**src/rtl/hazard_control_pkg.sv**
```systemverilog
// Shared constants, FSM encoding and register-hit helper for the hazard unit.
package hazard_control_pkg;

    localparam int unsigned REG_W   = 5;
    localparam int unsigned FWD_SEL_W = 2;
    localparam int unsigned REM_W   = 2;
    localparam int unsigned CNT_W   = 32;

    localparam logic [FWD_SEL_W-1:0] FWD_RF = 2'b00;
    localparam logic [FWD_SEL_W-1:0] FWD_W  = 2'b01;
    localparam logic [FWD_SEL_W-1:0] FWD_M  = 2'b10;

    typedef enum logic {
        IDLE = 1'b0,
        HOLD = 1'b1
    } state_t;

    // Register zero is hardwired, so it never produces a dependency.
    function automatic logic reg_hit(input logic [REG_W-1:0] r, input logic [REG_W-1:0] s);
        return (r != '0) && (r == s);
    endfunction

endpackage

```
**src/rtl/hazard_control_forward_select.sv**
```systemverilog
// Execute-stage forwarding mux select for one source operand; M beats W.
module forward_select
    import hazard_control_pkg::*;
(
    input  logic [REG_W-1:0]     src,
    input  logic                 reg_write_m,
    input  logic [REG_W-1:0]     write_reg_m,
    input  logic                 reg_write_w,
    input  logic [REG_W-1:0]     write_reg_w,
    output logic [FWD_SEL_W-1:0] fwd
);

    always_comb begin
        fwd = FWD_RF;
        if (reg_write_m && reg_hit(write_reg_m, src)) begin
            fwd = FWD_M;
        end else if (reg_write_w && reg_hit(write_reg_w, src)) begin
            fwd = FWD_W;
        end
    end

endmodule

```
**src/rtl/hazard_control.sv**
```systemverilog
// Pipeline hazard unit: stall/flush FSM plus forwarding selects.
// Optional stall-cause counters are built when HAZARD_CONTROL_PERF_EN is defined.
module hazard_control
    import hazard_control_pkg::*;
(
    input  logic                 Clk,
    input  logic                 Rst,
    input  logic [REG_W-1:0]     RsD,
    input  logic [REG_W-1:0]     RtD,
    input  logic                 UsesRtD,
    input  logic                 BranchD,
    input  logic                 BranchTakenD,
    input  logic [REG_W-1:0]     RsE,
    input  logic [REG_W-1:0]     RtE,
    input  logic                 MemReadE,
    input  logic                 RegWriteE,
    input  logic [REG_W-1:0]     WriteRegE,
    input  logic                 MemReadM,
    input  logic                 RegWriteM,
    input  logic [REG_W-1:0]     WriteRegM,
    input  logic                 RegWriteW,
    input  logic [REG_W-1:0]     WriteRegW,
    output logic                 StallF,
    output logic                 StallD,
    output logic                 FlushE,
    output logic                 FlushD,
    output logic [FWD_SEL_W-1:0] ForwardAE,
    output logic [FWD_SEL_W-1:0] ForwardBE,
    output logic                 ForwardAD,
    output logic                 ForwardBD
`ifdef HAZARD_CONTROL_PERF_EN
    ,
    output logic [CNT_W-1:0]     LoadStallCnt,
    output logic [CNT_W-1:0]     BranchStallCnt
`endif
);

    state_t           state;
    state_t           state_next;
    logic [REM_W-1:0] rem;
    logic [REM_W-1:0] rem_next;
    logic             stall;
    logic             hit_e;
    logic             hit_m;
    logic             load_use;
    logic             branch_e;
    logic             branch_m;
    logic             any_hazard;
    logic             combined;

    // Decode-stage dependencies; Rt only matters when the instruction reads it.
    assign hit_e = reg_hit(WriteRegE, RsD) || (UsesRtD && reg_hit(WriteRegE, RtD));
    assign hit_m = reg_hit(WriteRegM, RsD) || (UsesRtD && reg_hit(WriteRegM, RtD));

    assign load_use   = MemReadE && hit_e;
    assign branch_e   = BranchD && RegWriteE && !MemReadE && hit_e;
    assign branch_m   = BranchD && MemReadM && hit_m;
    assign any_hazard = load_use || branch_e || branch_m;
    assign combined   = load_use && BranchD;

    always_ff @(posedge Clk or negedge Rst) begin
        if (!Rst) begin
            state <= IDLE;
            rem   <= '0;
        end else begin
            state <= state_next;
            rem   <= rem_next;
        end
    end

    // A load feeding a branch needs two bubbles; everything else needs one.
    always_comb begin
        state_next = state;
        rem_next   = rem;
        stall      = 1'b0;
        case (state)
            IDLE: begin
                stall = any_hazard;
                if (combined) begin
                    state_next = HOLD;
                    rem_next   = REM_W'(1);
                end
            end
            HOLD: begin
                stall    = 1'b1;
                rem_next = rem - REM_W'(1);
                if (rem <= REM_W'(1)) begin
                    state_next = IDLE;
                end
            end
            default: begin
                state_next = IDLE;
                rem_next   = '0;
            end
        endcase
    end

    assign StallF = stall;
    assign StallD = stall;
    assign FlushE = stall;
    assign FlushD = BranchTakenD && !stall;

    assign ForwardAD = RegWriteM && reg_hit(WriteRegM, RsD);
    assign ForwardBD = RegWriteM && reg_hit(WriteRegM, RtD);

    forward_select u_fwd_a (
        .src         (RsE),
        .reg_write_m (RegWriteM),
        .write_reg_m (WriteRegM),
        .reg_write_w (RegWriteW),
        .write_reg_w (WriteRegW),
        .fwd         (ForwardAE)
    );

    forward_select u_fwd_b (
        .src         (RtE),
        .reg_write_m (RegWriteM),
        .write_reg_m (WriteRegM),
        .reg_write_w (RegWriteW),
        .write_reg_w (WriteRegW),
        .fwd         (ForwardBE)
    );

`ifdef HAZARD_CONTROL_PERF_EN
    // Two-cycle load-into-branch stalls are charged to the branch counter.
    always_ff @(posedge Clk or negedge Rst) begin
        if (!Rst) begin
            LoadStallCnt   <= '0;
            BranchStallCnt <= '0;
        end else if (stall) begin
            if ((state == HOLD) || combined) begin
                BranchStallCnt <= BranchStallCnt + CNT_W'(1);
            end else if (load_use) begin
                LoadStallCnt <= LoadStallCnt + CNT_W'(1);
            end else begin
                BranchStallCnt <= BranchStallCnt + CNT_W'(1);
            end
        end
    end
`endif

endmodule

```
**config.mk**
```make
export PLATFORM = sky130hd
export DESIGN_NAME = hazard_control
export DESIGN_NICKNAME = d
export VERILOG_FILES = /design/src/rtl/hazard_control_pkg.sv /design/src/rtl/hazard_control_forward_select.sv /design/src/rtl/hazard_control.sv
export SDC_FILE = /design/constraint.sdc
export NUM_CORES = 1
export LEC_CHECK = 0
export CAP_MARGIN = 25
export CORE_ASPECT_RATIO = 1.75
export CORE_MARGIN = 10
export CORE_UTILIZATION = 30
export CTS_CLUSTER_SIZE = 20
export DETAILED_ROUTE_END_ITERATION = 12
export PLACE_DENSITY = 0.77
export SYNTH_ARGS = -nofsm -noshare
export SYNTH_HDL_FRONTEND = slang
export SYNTH_SLANG_ARGS = --single-unit
```
**constraint.sdc**
```tcl
create_clock -name Clk -period 1.6 [get_ports Clk]
set_clock_uncertainty 0.1 [all_clocks]
set_input_delay 0.16 -clock Clk [delete_from_list [all_inputs] [get_ports Clk]]
set_output_delay 0.16 -clock Clk [all_outputs]
set_load 0.005 [all_outputs]
```
Word-level counts from Yosys, hierarchy flattened
Cells that the tools add are included.
Widths: inputs -> output; s select.
- add/subtract/negate cells: 1
- magnitude comparators: 1
- equality and inequality tests: 9
- mux-type cells: 10
- bitwise logic cells: 1
- reduce and logical (&&, ||, !) cells: 33
- operators by type and width (kind ; count):
    $eq 5x5->1 ; 8
    $logic_and 1x1->1 ; 24
    $reduce_bool 5->1 ; 3
    $mux 2 ; 3
    $logic_or 1x1->1 ; 4
    $mux 1 ; 4
    $pmux 1 s2 ; 2
    $pmux 2 s2 ; 1
    $le 2x1->1 const B ; 1
    $logic_not 1->1 ; 2
    $ne 2x2->1 const B ; 1
    $sub 2x1->2 const B ; 1
    $not 1->1 ; 1
- bits in registers: 3
- input bits: 45
- output and inout port bits: 10
- logic and storage cells: 57

Longest topological paths before layout
Gate-level depths: netlist of run 1.
- word-level depth: 10
- gate-level depth with buffers: 7
- gate-level depth less buffers: 5

By module
A second synthesis of run 1 with hierarchy kept.
- cells, all modules: 100
- area, all modules: 772.0 um^2
- modules (own cells, without submodules) (module ; instances ; cells an instance ; area an instance (um^2) ; sequential area each (um^2)):
    hazard_control ; 1 ; 60 ; 469.2 ; 75.1
    forward_select ; 2 ; 20 ; 151.4 ; 0.0

Worst setup path after synthesis of run 1
OpenSTA, ideal clock, no wires.
- path type: input to output
- start: input port WriteRegE[1]
- end: output port StallD
- arrival time: 1.324 ns
- required time: 1.340 ns
- path slack: 0.016 ns
- cell stages on the path: 5
- path buffers: 1
- cell sequence: or4_1 > nor2_1 > nor2_1 > a211o_2 > buf_4
- cells in the longest elaborated chain, start to end: 8
- elaborated cells on any way between the ends: 12
- those cells by class: eq/ne (2); mux (1); reduce/logical (9)
- ends and longest elaborated chain (item ; line ; RTL):
    from (decl) ; hazard_control.sv:17 ; input logic [REG_W-1:0] WriteRegE,
    $eq 5x5->1 or $reduce_bool 5->1 (tied branches) ; hazard_control_pkg.sv:20 ; return (r != '0) && (r == s);
    $logic_and 1x1->1 ; hazard_control_pkg.sv:20 ;
    $logic_and 1x1->1 ; hazard_control.sv:52 ; assign hit_e = reg_hit(WriteRegE, RsD) || (UsesRtD && reg_hit(WriteRegE, RtD));
    $logic_or 1x1->1 * ; hazard_control.sv:52 ;
    $logic_and 1x1->1, on equally long branches ; hazard_control.sv:55, hazard_control.sv:56 ;
    $logic_or 1x1->1 * (2 in series) ; hazard_control.sv:58 ; assign any_hazard = load_use || branch_e || branch_m;
    $pmux 1 s2 * ; hazard_control.sv:76 ; case (state)
    to (decl) ; hazard_control.sv:24 ; output logic StallD,
Mark *: on every way between the ends. The rest lies on a longest branch, timed or not.

Final worst setup path of run 1
- start: input port WriteRegE[4]
- end: output port FlushD
- cells in the longest elaborated chain, start to end: 10
- elaborated cells on any way between the ends: 14
- those cells by class: eq/ne (2); mux (1); reduce/logical (11)
- ends and longest elaborated chain (item ; line ; RTL):
    $eq 5x5->1 or $reduce_bool 5->1 (tied branches) ; hazard_control_pkg.sv:20 ;
    $logic_and 1x1->1 ; hazard_control_pkg.sv:20 ;
    $logic_and 1x1->1 ; hazard_control.sv:52 ;
    $logic_or 1x1->1 * ; hazard_control.sv:52 ;
    $logic_and 1x1->1, on equally long branches ; hazard_control.sv:55, hazard_control.sv:56 ;
    $logic_or 1x1->1 * (2 in series) ; hazard_control.sv:58 ;
    $pmux 1 s2 * ; hazard_control.sv:76 ;
    $logic_not 1->1 * ; hazard_control.sv:101 ; assign FlushD = BranchTakenD && !stall;
    $logic_and 1x1->1 * ; hazard_control.sv:101 ;
    to (decl) ; hazard_control.sv:26 ; output logic FlushD,
Marks and branches as above.

==> flow_results.xml, run 1 <==
<?xml version="1.0" encoding="UTF-8"?>
<metrics>
  <group name="cts">
    <metric name="ctsHtreeMaxLevel" unit="">1</metric>
    <metric name="cts_inserted_buffers" unit="">3</metric>
    <metric name="cts_tree" unit="">done</metric>
    <metric name="hold_bufs_inserted_after_cts" unit="">0</metric>
    <metric name="max-clock-path-buffers" unit="">2</metric>
    <metric name="root_buffer" unit="">sky130_fd_sc_hd__clkbuf_8</metric>
    <metric name="cts.reportedPaths.clkPinSlew" unit="ns">0.03</metric>
    <metric name="cts_sink_cnt" unit="">3</metric>
    <metric name="worst_skew_pair.late_latency" unit="ns">0.21</metric>
  </group>
  <group name="timing">
    <metric name="number_of_hold_slack_violations_in_the_final_timing_report" unit="">0</metric>
    <metric name="fmax" unit="MHz">578</metric>
    <metric name="final.min_clock_period" unit="ns">1.73</metric>
    <metric name="post-route-period-util" unit="%">108</metric>
    <metric name="finalSetupViolations" unit="">5</metric>
    <metric name="max_slew_margin" unit="%">80.4</metric>
    <metric name="slew_viol_final" unit="">0</metric>
    <metric name="final.hold.worst_slack" unit="ns">0.0310</metric>
    <metric name="unrepaired_setup_endpoints_after_global_routing" unit="">true</metric>
    <metric name="tightestPinTransition" unit="ns">0.295</metric>
    <metric name="setup_ws" unit="ns">-0.130</metric>
  </group>
  <group name="die">
    <metric name="coreArea" unit="mm^2">0.00230</metric>
    <metric name="fp.dieH" unit="um">85.3</metric>
    <metric name="initial_utilization" unit="%">31.8</metric>
    <metric name="die_x" unit="um">57.3</metric>
    <metric name="die_area" unit="mm^2">0.00489</metric>
    <metric name="pin_count" unit="">55</metric>
    <metric name="fp-row-count" unit="">23</metric>
  </group>
  <group name="flow_run">
    <metric name="maxCapViolations" unit="">0</metric>
  </group>
  <group name="routing">
    <metric name="drt_pass1_iterations" unit="">4</metric>
    <metric name="total_wire_length_after_detailed_routing" unit="um">3720</metric>
    <metric name="drcViolationCount" unit="">0</metric>
    <metric name="detailroute.via_count" unit="">1032</metric>
    <metric name="post_drt_via_cell_ratio" unit="">4.96</metric>
    <metric name="wl_per_cell" unit="um">17.9</metric>
    <metric name="antenna_violating_nets_post_route" unit="">0</metric>
    <metric name="detail_route.iter0.violations" unit="">16</metric>
  </group>
  <group name="final_layout">
    <metric name="antenna_cells_inserted" unit="">0</metric>
    <metric name="filler_cell_count" unit="">188</metric>
    <metric name="postLayoutCellArea" unit="mm^2">0.00171</metric>
    <metric name="area_delta_synth_final" unit="%">134</metric>
    <metric name="finish.net_count" unit="">230</metric>
    <metric name="ff_latch_area" unit="um^2">75.1</metric>
    <metric name="ratio_of_cells_with_drive_above_1_in_the_final_layout" unit="%">55.2</metric>
    <metric name="multi_input_area" unit="um^2">812</metric>
  </group>
  <group name="critical_path">
    <metric name="worst_setup_path_end_kind" unit="">primary output</metric>
    <metric name="slowest_delay" unit="ns">0.53</metric>
    <metric name="r2r-end" unit="">rem[1]</metric>
    <metric name="crit_arrival" unit="ns">1.47</metric>
    <metric name="r2r_slack" unit="ns">0.45</metric>
    <metric name="crit_top_cell" unit="">sky130_fd_sc_hd__nor2_4</metric>
    <metric name="critPathKind" unit="">in -&gt; out</metric>
    <metric name="critical_path.top_delay_family" unit="">simple AND/OR/NAND/NOR gates</metric>
    <metric name="first_element_of_the_critical_path" unit="">WriteRegE[4]</metric>
    <metric name="path_cells" unit="">buf_6, or4_4, nor2_4, nor2_4, a2111oi_4, buf_2</metric>
    <metric name="crit-reg2reg-launch" unit="">rem[0]</metric>
    <metric name="required" unit="ns">1.34</metric>
    <metric name="cp.buffers_inverters" unit="">2</metric>
    <metric name="setup.worst_path.start_class" unit="">input port</metric>
    <metric name="worstPathMaxFanout" unit="">2</metric>
    <metric name="crit_cells" unit="">6</metric>
    <metric name="cpMaxStageDelayCell" unit="">sky130_fd_sc_hd__or4_4</metric>
    <metric name="worst_setup_path_endpoint" unit="">FlushD</metric>
    <metric name="worst-r2r-cell-count" unit="">2</metric>
  </group>
  <group name="global_routing">
    <metric name="gr-total-overflow" unit="">0</metric>
    <metric name="pin_count_of_the_biggest_net_entering_global_routing" unit="">7</metric>
    <metric name="wire_length_of_the_first_global_routing_pass" unit="um">5740</metric>
    <metric name="track_usage" unit="%">14.4</metric>
    <metric name="via_count_of_the_first_global_routing_pass" unit="">1264</metric>
    <metric name="grt_antenna_before_repair" unit="">0</metric>
  </group>
  <group name="outcome">
    <metric name="outcome" unit="">finished with violations</metric>
    <metric name="violations_in_the_final_reports" unit="">setup timing</metric>
  </group>
  <group name="synth">
    <metric name="yosys.area.top_type" unit="">sky130_fd_sc_hd__xor2_1</metric>
    <metric name="post-synth-top-area-fraction" unit="%">28.7</metric>
    <metric name="yosysMostFrequentCell" unit="">sky130_fd_sc_hd__xor2_1</metric>
    <metric name="postSynthRegisterBits" unit="">3</metric>
    <metric name="synthTopCellsByArea" unit="">sky130_fd_sc_hd__xor2_1 29%, sky130_fd_sc_hd__xnor2_1 19%, sky130_fd_sc_hd__dfrtp_1 10%</metric>
    <metric name="synthDistinctLibCells" unit="">23</metric>
    <metric name="postSynthNetCount" unit="">141</metric>
    <metric name="synth_area" unit="um^2">732</metric>
    <metric name="synthesis.area_per_instance" unit="um^2">7.70</metric>
    <metric name="synthArstFlopShare" unit="%">100</metric>
    <metric name="synth.yosys.seq_area_share" unit="%">10.3</metric>
    <metric name="dominantRegCellSynth" unit="">sky130_fd_sc_hd__dfrtp_1</metric>
    <metric name="synthCells" unit="">95</metric>
    <metric name="netlist_top_cells_count" unit="">24 x sky130_fd_sc_hd__xor2_1, 16 x sky130_fd_sc_hd__xnor2_1, 8 x sky130_fd_sc_hd__nor2_1, 6 x sky130_fd_sc_hd__nand3_1</metric>
    <metric name="synth_edf_count" unit="">0</metric>
    <metric name="synth_warnings" unit="">0</metric>
  </group>
  <group name="power">
    <metric name="power.ir.vdd_worst" unit="mV">0.440</metric>
    <metric name="fin_total_pwr" unit="uW">799</metric>
    <metric name="power.static_leakage" unit="nW">0.796</metric>
    <metric name="power_per_cell_area" unit="mW/mm^2">466</metric>
  </group>
  <group name="hold_path">
    <metric name="hold_path_class" unit="">in -&gt; async</metric>
  </group>
  <group name="placed_design">
    <metric name="dpl_cell_area" unit="mm^2">0.00152</metric>
    <metric name="port-buffer-count" unit="">54</metric>
    <metric name="dp.final_hpwl" unit="um">2850</metric>
    <metric name="routabilityCongestion" unit="">0.773</metric>
  </group>
</metrics>
## cell type report
class	count	share of cell area [%]
clock buffer	4	2.63
inverter	2	0.438
multi-input combinational	83	47.4
sequential	3	4.38
tap	25	1.82
timing repair buffer	91	43.4
## power by group
group	total, mW	switching (mW)	internal, mW	leakage [nW]
logic	0.464	0.207	0.257	0.735
registers	0.115	0.0168	0.0981	0.0383
clock network	0.220	0.0502	0.170	0.0228
## worst min-delay path by stage
stage | slack, ns | to | depth (start not counted)
3_3_place_gp | 0.25 | state | 1
2_1_floorplan | -0.24 | rem[0] | 0
5_1_grt | 0.03 | rem[0] | 1
6_report | 0.03 | rem[0] | 1
3_5_place_dp | 0.25 | state | 1
4_1_cts | 0.03 | rem[0] | 1
## what timing repair did
action | 4_1_cts | 5_1_grt
gates resized for setup | 151 | 42
endpoints found under the setup margin | 13 | 11
setup buffers | 4 | 0
pin swaps | 25 | 22
gates cloned | 0 | 0
## layer usage
layer | track usage (%) | routed length (um) | vias up
met5 | 0 | 0 | -
met4 | 4.51 | 65 | 0
met3 | 7.16 | 351 | 6
met2 | 27.8 | 2030 | 56
met1 | 11.9 | 1280 | 473
li1 | - | - | 497
## metrics by stage
| step | setup TNS [ns] | setup slack, ns | util, % | std cells |
|---|---|---|---|---|
| 6_report | -0.545 | -0.130 | 74.5 | 208 |
| 4_1_cts | -0.678 | -0.136 | 72.4 | 209 |
| 5_1_grt | -0.780 | -0.173 | 74.5 | 208 |
| 3_3_place_gp | -8.98 | -0.860 | 66.0 | 201 |
| 3_5_place_dp | -9.40 | -0.894 | 66.0 | 201 |
| 2_1_floorplan | 0 | 0.0158 | - | 95 |
## kinds of logic after synthesis
| logic type | after synthesis | share of synthesized area (%) |
|---|---|---|
| buf+inv | 9 | 6.49 |
| fa+ha+maj | 1 | 1.71 |
| flops | 3 | 10.3 |
| compound gates | 9 | 10.4 |
| xor+xnor | 40 | 47.9 |
| simple gates | 33 | 23.2 |
## cells in the final DEF, fill, tap and decap left out, types with 4 or more instances in the layout
master,count
sky130_fd_sc_hd__buf_4,32
sky130_fd_sc_hd__clkbuf_2,7
sky130_fd_sc_hd__buf_6,15
sky130_fd_sc_hd__clkdlybuf4s15_1,7
sky130_fd_sc_hd__dlygate4sd2_1,8
sky130_fd_sc_hd__clkdlybuf4s50_1,7
sky130_fd_sc_hd__xor2_1,22
sky130_fd_sc_hd__xnor2_1,11
sky130_fd_sc_hd__nor2_1,4
sky130_fd_sc_hd__xnor2_2,5
sky130_fd_sc_hd__buf_2,13
## state kept, by name (all words and copies together) (netlist names)
signal and cells:
rem 2, state 1
Power figures use the tool's default switching activity.
==> run 2: changes to the inputs <==
- CTS_BUF_LIST: default -> sky130_fd_sc_hd__clkbuf_4 sky130_fd_sc_hd__clkbuf_8 sky130_fd_sc_hd__clkbuf_16
==> flow_results.xml, run 2 (synthesis gave the netlist of run 1 again) <==
<?xml version="1.0" encoding="UTF-8"?>
<metrics>
  <group name="routing">
    <metric name="detail_route.iter0.violations" unit="">16</metric>
    <metric name="drcViolationCount" unit="">0</metric>
    <metric name="post_drt_via_cell_ratio" unit="">4.96</metric>
    <metric name="antenna_violating_nets_post_route" unit="">0</metric>
    <metric name="total_wire_length_after_detailed_routing" unit="um">3720</metric>
    <metric name="drt_pass1_iterations" unit="">4</metric>
    <metric name="detailroute.via_count" unit="">1032</metric>
    <metric name="wl_per_cell" unit="um">17.9</metric>
  </group>
  <group name="cts">
    <metric name="root_buffer" unit="">sky130_fd_sc_hd__clkbuf_8</metric>
    <metric name="max-clock-path-buffers" unit="">2</metric>
    <metric name="cts_tree" unit="">done</metric>
    <metric name="cts.reportedPaths.clkPinSlew" unit="ns">0.03</metric>
    <metric name="cts_sink_cnt" unit="">3</metric>
    <metric name="ctsHtreeMaxLevel" unit="">1</metric>
    <metric name="cts_inserted_buffers" unit="">3</metric>
    <metric name="worst_skew_pair.late_latency" unit="ns">0.21</metric>
  </group>
  <group name="timing">
    <metric name="unrepaired_setup_endpoints_after_global_routing" unit="">true</metric>
    <metric name="max_slew_margin" unit="%">80.4</metric>
    <metric name="finalSetupViolations" unit="">5</metric>
    <metric name="slew_viol_final" unit="">0</metric>
    <metric name="number_of_hold_slack_violations_in_the_final_timing_report" unit="">0</metric>
    <metric name="setup_ws" unit="ns">-0.130</metric>
    <metric name="final.min_clock_period" unit="ns">1.73</metric>
    <metric name="tightestPinTransition" unit="ns">0.295</metric>
    <metric name="fmax" unit="MHz">578</metric>
    <metric name="post-route-period-util" unit="%">108</metric>
  </group>
  <group name="critical_path">
    <metric name="critPathKind" unit="">in -&gt; out</metric>
    <metric name="worst_setup_path_end_kind" unit="">primary output</metric>
    <metric name="required" unit="ns">1.34</metric>
    <metric name="worstPathMaxFanout" unit="">2</metric>
    <metric name="worst-r2r-cell-count" unit="">2</metric>
    <metric name="crit-reg2reg-launch" unit="">rem[0]</metric>
    <metric name="crit_arrival" unit="ns">1.47</metric>
    <metric name="r2r-end" unit="">rem[1]</metric>
    <metric name="r2r_slack" unit="ns">0.45</metric>
    <metric name="setup.worst_path.start_class" unit="">input port</metric>
  </group>
  <group name="flow_run">
    <metric name="maxCapViolations" unit="">0</metric>
  </group>
  <group name="global_routing">
    <metric name="wire_length_of_the_first_global_routing_pass" unit="um">5740</metric>
    <metric name="pin_count_of_the_biggest_net_entering_global_routing" unit="">7</metric>
    <metric name="gr-total-overflow" unit="">0</metric>
    <metric name="via_count_of_the_first_global_routing_pass" unit="">1264</metric>
    <metric name="grt_antenna_before_repair" unit="">0</metric>
    <metric name="track_usage" unit="%">14.4</metric>
  </group>
  <group name="outcome">
    <metric name="outcome" unit="">finished with violations</metric>
    <metric name="violations_in_the_final_reports" unit="">setup timing</metric>
  </group>
  <group name="final_layout">
    <metric name="mostFrequentLayoutCells" unit="">32 x sky130_fd_sc_hd__buf_4, 22 x sky130_fd_sc_hd__xor2_1, 15 x sky130_fd_sc_hd__buf_6, 13 x sky130_fd_sc_hd__buf_2, 11 x sky130_fd_sc_hd__xnor2_1</metric>
    <metric name="largest_register_ff_count" unit="">2</metric>
    <metric name="finish.net_count" unit="">230</metric>
    <metric name="ratio_of_cells_with_drive_above_1_in_the_final_layout" unit="%">55.7</metric>
    <metric name="top_regs" unit="">rem (2), state (1)</metric>
    <metric name="antenna_cells_inserted" unit="">0</metric>
    <metric name="largest_register" unit="">rem</metric>
    <metric name="mostFrequentLayoutCell" unit="">sky130_fd_sc_hd__buf_4</metric>
    <metric name="area_delta_synth_final" unit="%">135</metric>
    <metric name="core_util_final" unit="%">74.6</metric>
  </group>
  <group name="die">
    <metric name="fp.dieH" unit="um">85.3</metric>
    <metric name="initial_utilization" unit="%">31.8</metric>
    <metric name="die_area" unit="mm^2">0.00489</metric>
    <metric name="die_x" unit="um">57.3</metric>
    <metric name="fp-row-count" unit="">23</metric>
    <metric name="pin_count" unit="">55</metric>
    <metric name="coreArea" unit="mm^2">0.00230</metric>
  </group>
  <group name="placed_design">
    <metric name="dp.final_hpwl" unit="um">2850</metric>
    <metric name="port-buffer-count" unit="">54</metric>
    <metric name="place_ws" unit="ns">-0.894</metric>
    <metric name="routabilityCongestion" unit="">0.773</metric>
  </group>
  <group name="power">
    <metric name="power_per_cell_area" unit="mW/mm^2">475</metric>
    <metric name="power.static_leakage" unit="nW">0.800</metric>
    <metric name="power.ir.vdd_worst" unit="mV">0.440</metric>
  </group>
  <group name="hold_path">
    <metric name="hold_path_class" unit="">in -&gt; async</metric>
  </group>
</metrics>
==> run 2: area by class of cell <==
cell class	count	area, um^2
inverters	2	7.51
clock buffers	4	48.8
multi-input cells	83	812
repair buffers	91	743
well taps	25	31.3
fillers	189	584
flip-flops and latches	3	75.1
==> run 2: where the power goes <==
part           internal [mW]  switching [mW]  leakage (nW)
Combinational          0.257           0.207         0.735
Clock                  0.187          0.0504        0.0262
Sequential            0.0981          0.0168        0.0383
==> run 2: worst max-delay path by stage <==
stage	startpoint	end	slack (ns)	cells past startpoint
after floorplan	WriteRegE[1]	StallD	0.02	5
after global placement	WriteRegE[1]	FlushD	-0.86	6
after detailed placement	WriteRegM[4]	FlushE	-0.89	7
after CTS	WriteRegE[3]	FlushE	-0.14	6
after global routing	WriteRegE[4]	FlushD	-0.17	6
final	WriteRegE[4]	FlushD	-0.13	6
==> run 2: worst max-delay path, cell delays in order <==
cell	delay, ns
sky130_fd_sc_hd__buf_6	0.09
sky130_fd_sc_hd__or4_4	0.53
sky130_fd_sc_hd__nor2_4	0.13
sky130_fd_sc_hd__nor2_4	0.05
sky130_fd_sc_hd__a2111oi_4	0.33
sky130_fd_sc_hd__buf_2	0.17
==> run 2: per-layer routing <==
metal | vias to the layer above | wire [um] | GRT usage, %
li1 | 497 | - | -
met5 | - | 0 | 0
met2 | 56 | 2030 | 27.8
met3 | 6 | 351 | 7.16
met1 | 473 | 1280 | 11.9
met4 | 0 | 65 | 4.51
==> run 2: through the flow <==
stage | hold slack (ns) | TNS [ns] | cell area (um^2) | power, mW | std cells
global placement | 0.249 | -8.98 | 1520 | 0.503 | 201
detailed placement | 0.254 | -9.40 | 1520 | 0.525 | 201
floorplan | -0.236 | 0 | 732 | 0.277 | 95
finish | 0.0308 | -0.545 | 1720 | 0.816 | 208
CTS | 0.0283 | -0.678 | 1670 | 0.793 | 209
global route | 0.0291 | -0.780 | 1720 | 0.873 | 208
==> run 2: timing repair <==
action	4_1_cts	5_1_grt
hold buffers	0	0
buffers inserted	4	0
endpoints found under the hold margin	0	0
resized for setup	151	42
setup endpoints to repair	13	11
pin swaps	25	22
==> run 3: changes to the inputs <==
- HOLD_SLACK_MARGIN: default -> 0.08
==> flow_results.xml, run 3 (synthesis gave the netlist of run 1 again) <==
<?xml version="1.0" encoding="UTF-8"?>
<metrics>
  <group name="global_routing">
    <metric name="via_count_of_the_first_global_routing_pass" unit="">1271</metric>
    <metric name="wire_length_of_the_first_global_routing_pass" unit="um">5750</metric>
    <metric name="grt_antenna_before_repair" unit="">0</metric>
    <metric name="track_usage" unit="%">14.4</metric>
    <metric name="gr-total-overflow" unit="">0</metric>
    <metric name="pin_count_of_the_biggest_net_entering_global_routing" unit="">7</metric>
  </group>
  <group name="power">
    <metric name="power.ir.vdd_worst" unit="mV">0.437</metric>
    <metric name="power.static_leakage" unit="nW">0.804</metric>
    <metric name="power_per_cell_area" unit="mW/mm^2">473</metric>
    <metric name="fin_total_pwr" unit="uW">817</metric>
  </group>
  <group name="cts">
    <metric name="ctsHtreeMaxLevel" unit="">1</metric>
    <metric name="worst_skew_pair.late_latency" unit="ns">0.21</metric>
    <metric name="cts_inserted_buffers" unit="">3</metric>
    <metric name="root_buffer" unit="">sky130_fd_sc_hd__clkbuf_8</metric>
    <metric name="cts_sink_cnt" unit="">3</metric>
    <metric name="cts.reportedPaths.clkPinSlew" unit="ns">0.03</metric>
    <metric name="cts_tree" unit="">done</metric>
    <metric name="max-clock-path-buffers" unit="">2</metric>
  </group>
  <group name="die">
    <metric name="die_area" unit="mm^2">0.00489</metric>
    <metric name="fp.dieH" unit="um">85.3</metric>
    <metric name="die_x" unit="um">57.3</metric>
    <metric name="pin_count" unit="">55</metric>
    <metric name="fp-row-count" unit="">23</metric>
    <metric name="initial_utilization" unit="%">31.8</metric>
    <metric name="coreArea" unit="mm^2">0.00230</metric>
  </group>
  <group name="timing">
    <metric name="finalSetupViolations" unit="">5</metric>
    <metric name="unrepaired_setup_endpoints_after_global_routing" unit="">true</metric>
    <metric name="max_slew_margin" unit="%">80.4</metric>
    <metric name="fmax" unit="MHz">579</metric>
    <metric name="slew_viol_final" unit="">0</metric>
    <metric name="number_of_hold_slack_violations_in_the_final_timing_report" unit="">0</metric>
    <metric name="tightestPinTransition" unit="ns">0.295</metric>
    <metric name="final.min_clock_period" unit="ns">1.73</metric>
    <metric name="post-route-period-util" unit="%">108</metric>
    <metric name="setup_ws" unit="ns">-0.126</metric>
  </group>
  <group name="flow_run">
    <metric name="maxCapViolations" unit="">0</metric>
  </group>
  <group name="critical_path">
    <metric name="worst_setup_path_end_kind" unit="">primary output</metric>
    <metric name="crit_top_cell" unit="">sky130_fd_sc_hd__nor2_4</metric>
    <metric name="path_cells" unit="">buf_6, or4_4, nor2_4, nor2_4, a2111oi_4, buf_2</metric>
    <metric name="required" unit="ns">1.34</metric>
    <metric name="r2r_slack" unit="ns">0.46</metric>
    <metric name="critPathKind" unit="">in -&gt; out</metric>
    <metric name="cpMaxStageDelayCell" unit="">sky130_fd_sc_hd__or4_4</metric>
    <metric name="crit_arrival" unit="ns">1.47</metric>
    <metric name="setup.worst_path.start_class" unit="">input port</metric>
    <metric name="critical_path.top_delay_family" unit="">simple AND/OR/NAND/NOR gates</metric>
    <metric name="crit-reg2reg-launch" unit="">rem[0]</metric>
    <metric name="worst-r2r-cell-count" unit="">2</metric>
    <metric name="worstPathMaxFanout" unit="">2</metric>
    <metric name="r2r-end" unit="">rem[1]</metric>
    <metric name="cp.buffers_inverters" unit="">2</metric>
    <metric name="slowest_delay" unit="ns">0.53</metric>
  </group>
  <group name="final_layout">
    <metric name="finish.net_count" unit="">231</metric>
    <metric name="mostFrequentLayoutCells" unit="">32 x sky130_fd_sc_hd__buf_4, 22 x sky130_fd_sc_hd__xor2_1, 15 x sky130_fd_sc_hd__buf_6, 13 x sky130_fd_sc_hd__buf_2, 11 x sky130_fd_sc_hd__xnor2_1</metric>
    <metric name="largest_register_ff_count" unit="">2</metric>
    <metric name="antenna_cells_inserted" unit="">0</metric>
    <metric name="multi_input_area" unit="um^2">812</metric>
    <metric name="top_regs" unit="">rem (2), state (1)</metric>
    <metric name="area_delta_synth_final" unit="%">136</metric>
    <metric name="largest_register" unit="">rem</metric>
    <metric name="mostFrequentLayoutCell" unit="">sky130_fd_sc_hd__buf_4</metric>
    <metric name="ratio_of_cells_with_drive_above_1_in_the_final_layout" unit="%">55.4</metric>
    <metric name="filler_cell_count" unit="">188</metric>
    <metric name="ff_latch_area" unit="um^2">75.1</metric>
  </group>
  <group name="placed_design">
    <metric name="dp.final_hpwl" unit="um">2850</metric>
    <metric name="routabilityCongestion" unit="">0.773</metric>
    <metric name="place_ws" unit="ns">-0.894</metric>
    <metric name="port-buffer-count" unit="">54</metric>
  </group>
  <group name="routing">
    <metric name="total_wire_length_after_detailed_routing" unit="um">3750</metric>
    <metric name="drt_pass1_iterations" unit="">4</metric>
    <metric name="post_drt_via_cell_ratio" unit="">5.02</metric>
    <metric name="antenna_violating_nets_post_route" unit="">0</metric>
    <metric name="wl_per_cell" unit="um">17.9</metric>
    <metric name="detail_route.iter0.violations" unit="">16</metric>
    <metric name="detailroute.via_count" unit="">1050</metric>
    <metric name="drcViolationCount" unit="">0</metric>
  </group>
  <group name="hold_path">
    <metric name="hold_path_class" unit="">reg -&gt; reg</metric>
    <metric name="worst_hold_path.endpoint" unit="">state</metric>
    <metric name="hold_crit_depth" unit="">2</metric>
    <metric name="hold_path.startpoint" unit="">rem[1]</metric>
  </group>
  <group name="outcome">
    <metric name="outcome" unit="">finished with violations</metric>
    <metric name="violations_in_the_final_reports" unit="">setup timing</metric>
  </group>
</metrics>
-- run 3: cell count changes in the layout (fill, tap and decap cells not counted), sizes merged --
cell	previous run	this run
dlygate4sd3	0	1
-- run 3: layout make-up --
type | instances | area share [%]
tap | 25 | 1.81
clock buffer | 4 | 2.82
multi-input combinational | 83 | 47.0
timing repair buffer | 92 | 43.6
inverter | 2 | 0.434
sequential | 3 | 4.34
-- run 3: how the worst max path moves through the flow --
stage / start / end / slack, ns / cells after the start
2_1_floorplan: WriteRegE[1] / StallD / 0.02 / 5
3_3_place_gp: WriteRegE[1] / FlushD / -0.86 / 6
3_5_place_dp: WriteRegM[4] / FlushE / -0.89 / 7
4_1_cts: WriteRegE[3] / FlushE / -0.14 / 6
5_1_grt: WriteRegE[4] / FlushD / -0.17 / 6
6_report: WriteRegE[4] / FlushD / -0.13 / 6
-- run 3: where the power goes --
group	switching (mW)	total (mW)	leakage [nW]	internal [mW]
combinational	0.207	0.466	0.739	0.259
clock	0.0498	0.237	0.0262	0.187
sequential	0.0163	0.114	0.0383	0.0981
-- run 3: through the flow --
step	setup TNS, ns	utilization [%]	hold slack [ns]	instances	area [um^2]
floorplan	0	-	-0.236	95	732
global placement	-8.98	66.0	0.249	201	1520
detailed placement	-9.40	66.0	0.254	201	1520
CTS	-0.678	73.0	0.473	210	1680
global route	-0.781	75.1	0.490	209	1730
finish	-0.559	75.1	0.484	209	1730
-- run 3: what timing repair did --
| action | 4_1_cts | 5_1_grt |
|---|---|---|
| gates resized for setup | 151 | 42 |
| buffers inserted | 4 | 0 |
| setup endpoints to repair | 13 | 11 |
| endpoints found under the hold margin | 3 | 0 |
| pin swaps | 25 | 22 |
| hold buffers | 1 | 0 |
| gates cloned | 0 | 0 |
-- run 3: per-layer routing --
layer / vias to the layer above / wire (um) / global-route usage, % / part of all wire (%)
li1: 499 / - / - / -
met1: 491 / 1260 / 11.9 / 34
met2: 54 / 2060 / 27.8 / 55
met3: 6 / 360 / 7.16 / 9.6
met4: 0 / 65 / 4.51 / 1.7
met5: - / 0 / 0 / 0
-- run 3: worst reg2reg max path, cell delays in order, from the launching register on --
cell and delay, ns:
sky130_fd_sc_hd__dfrtp_1 0.39, sky130_fd_sc_hd__ha_1 0.30, sky130_fd_sc_hd__a22o_1 0.23
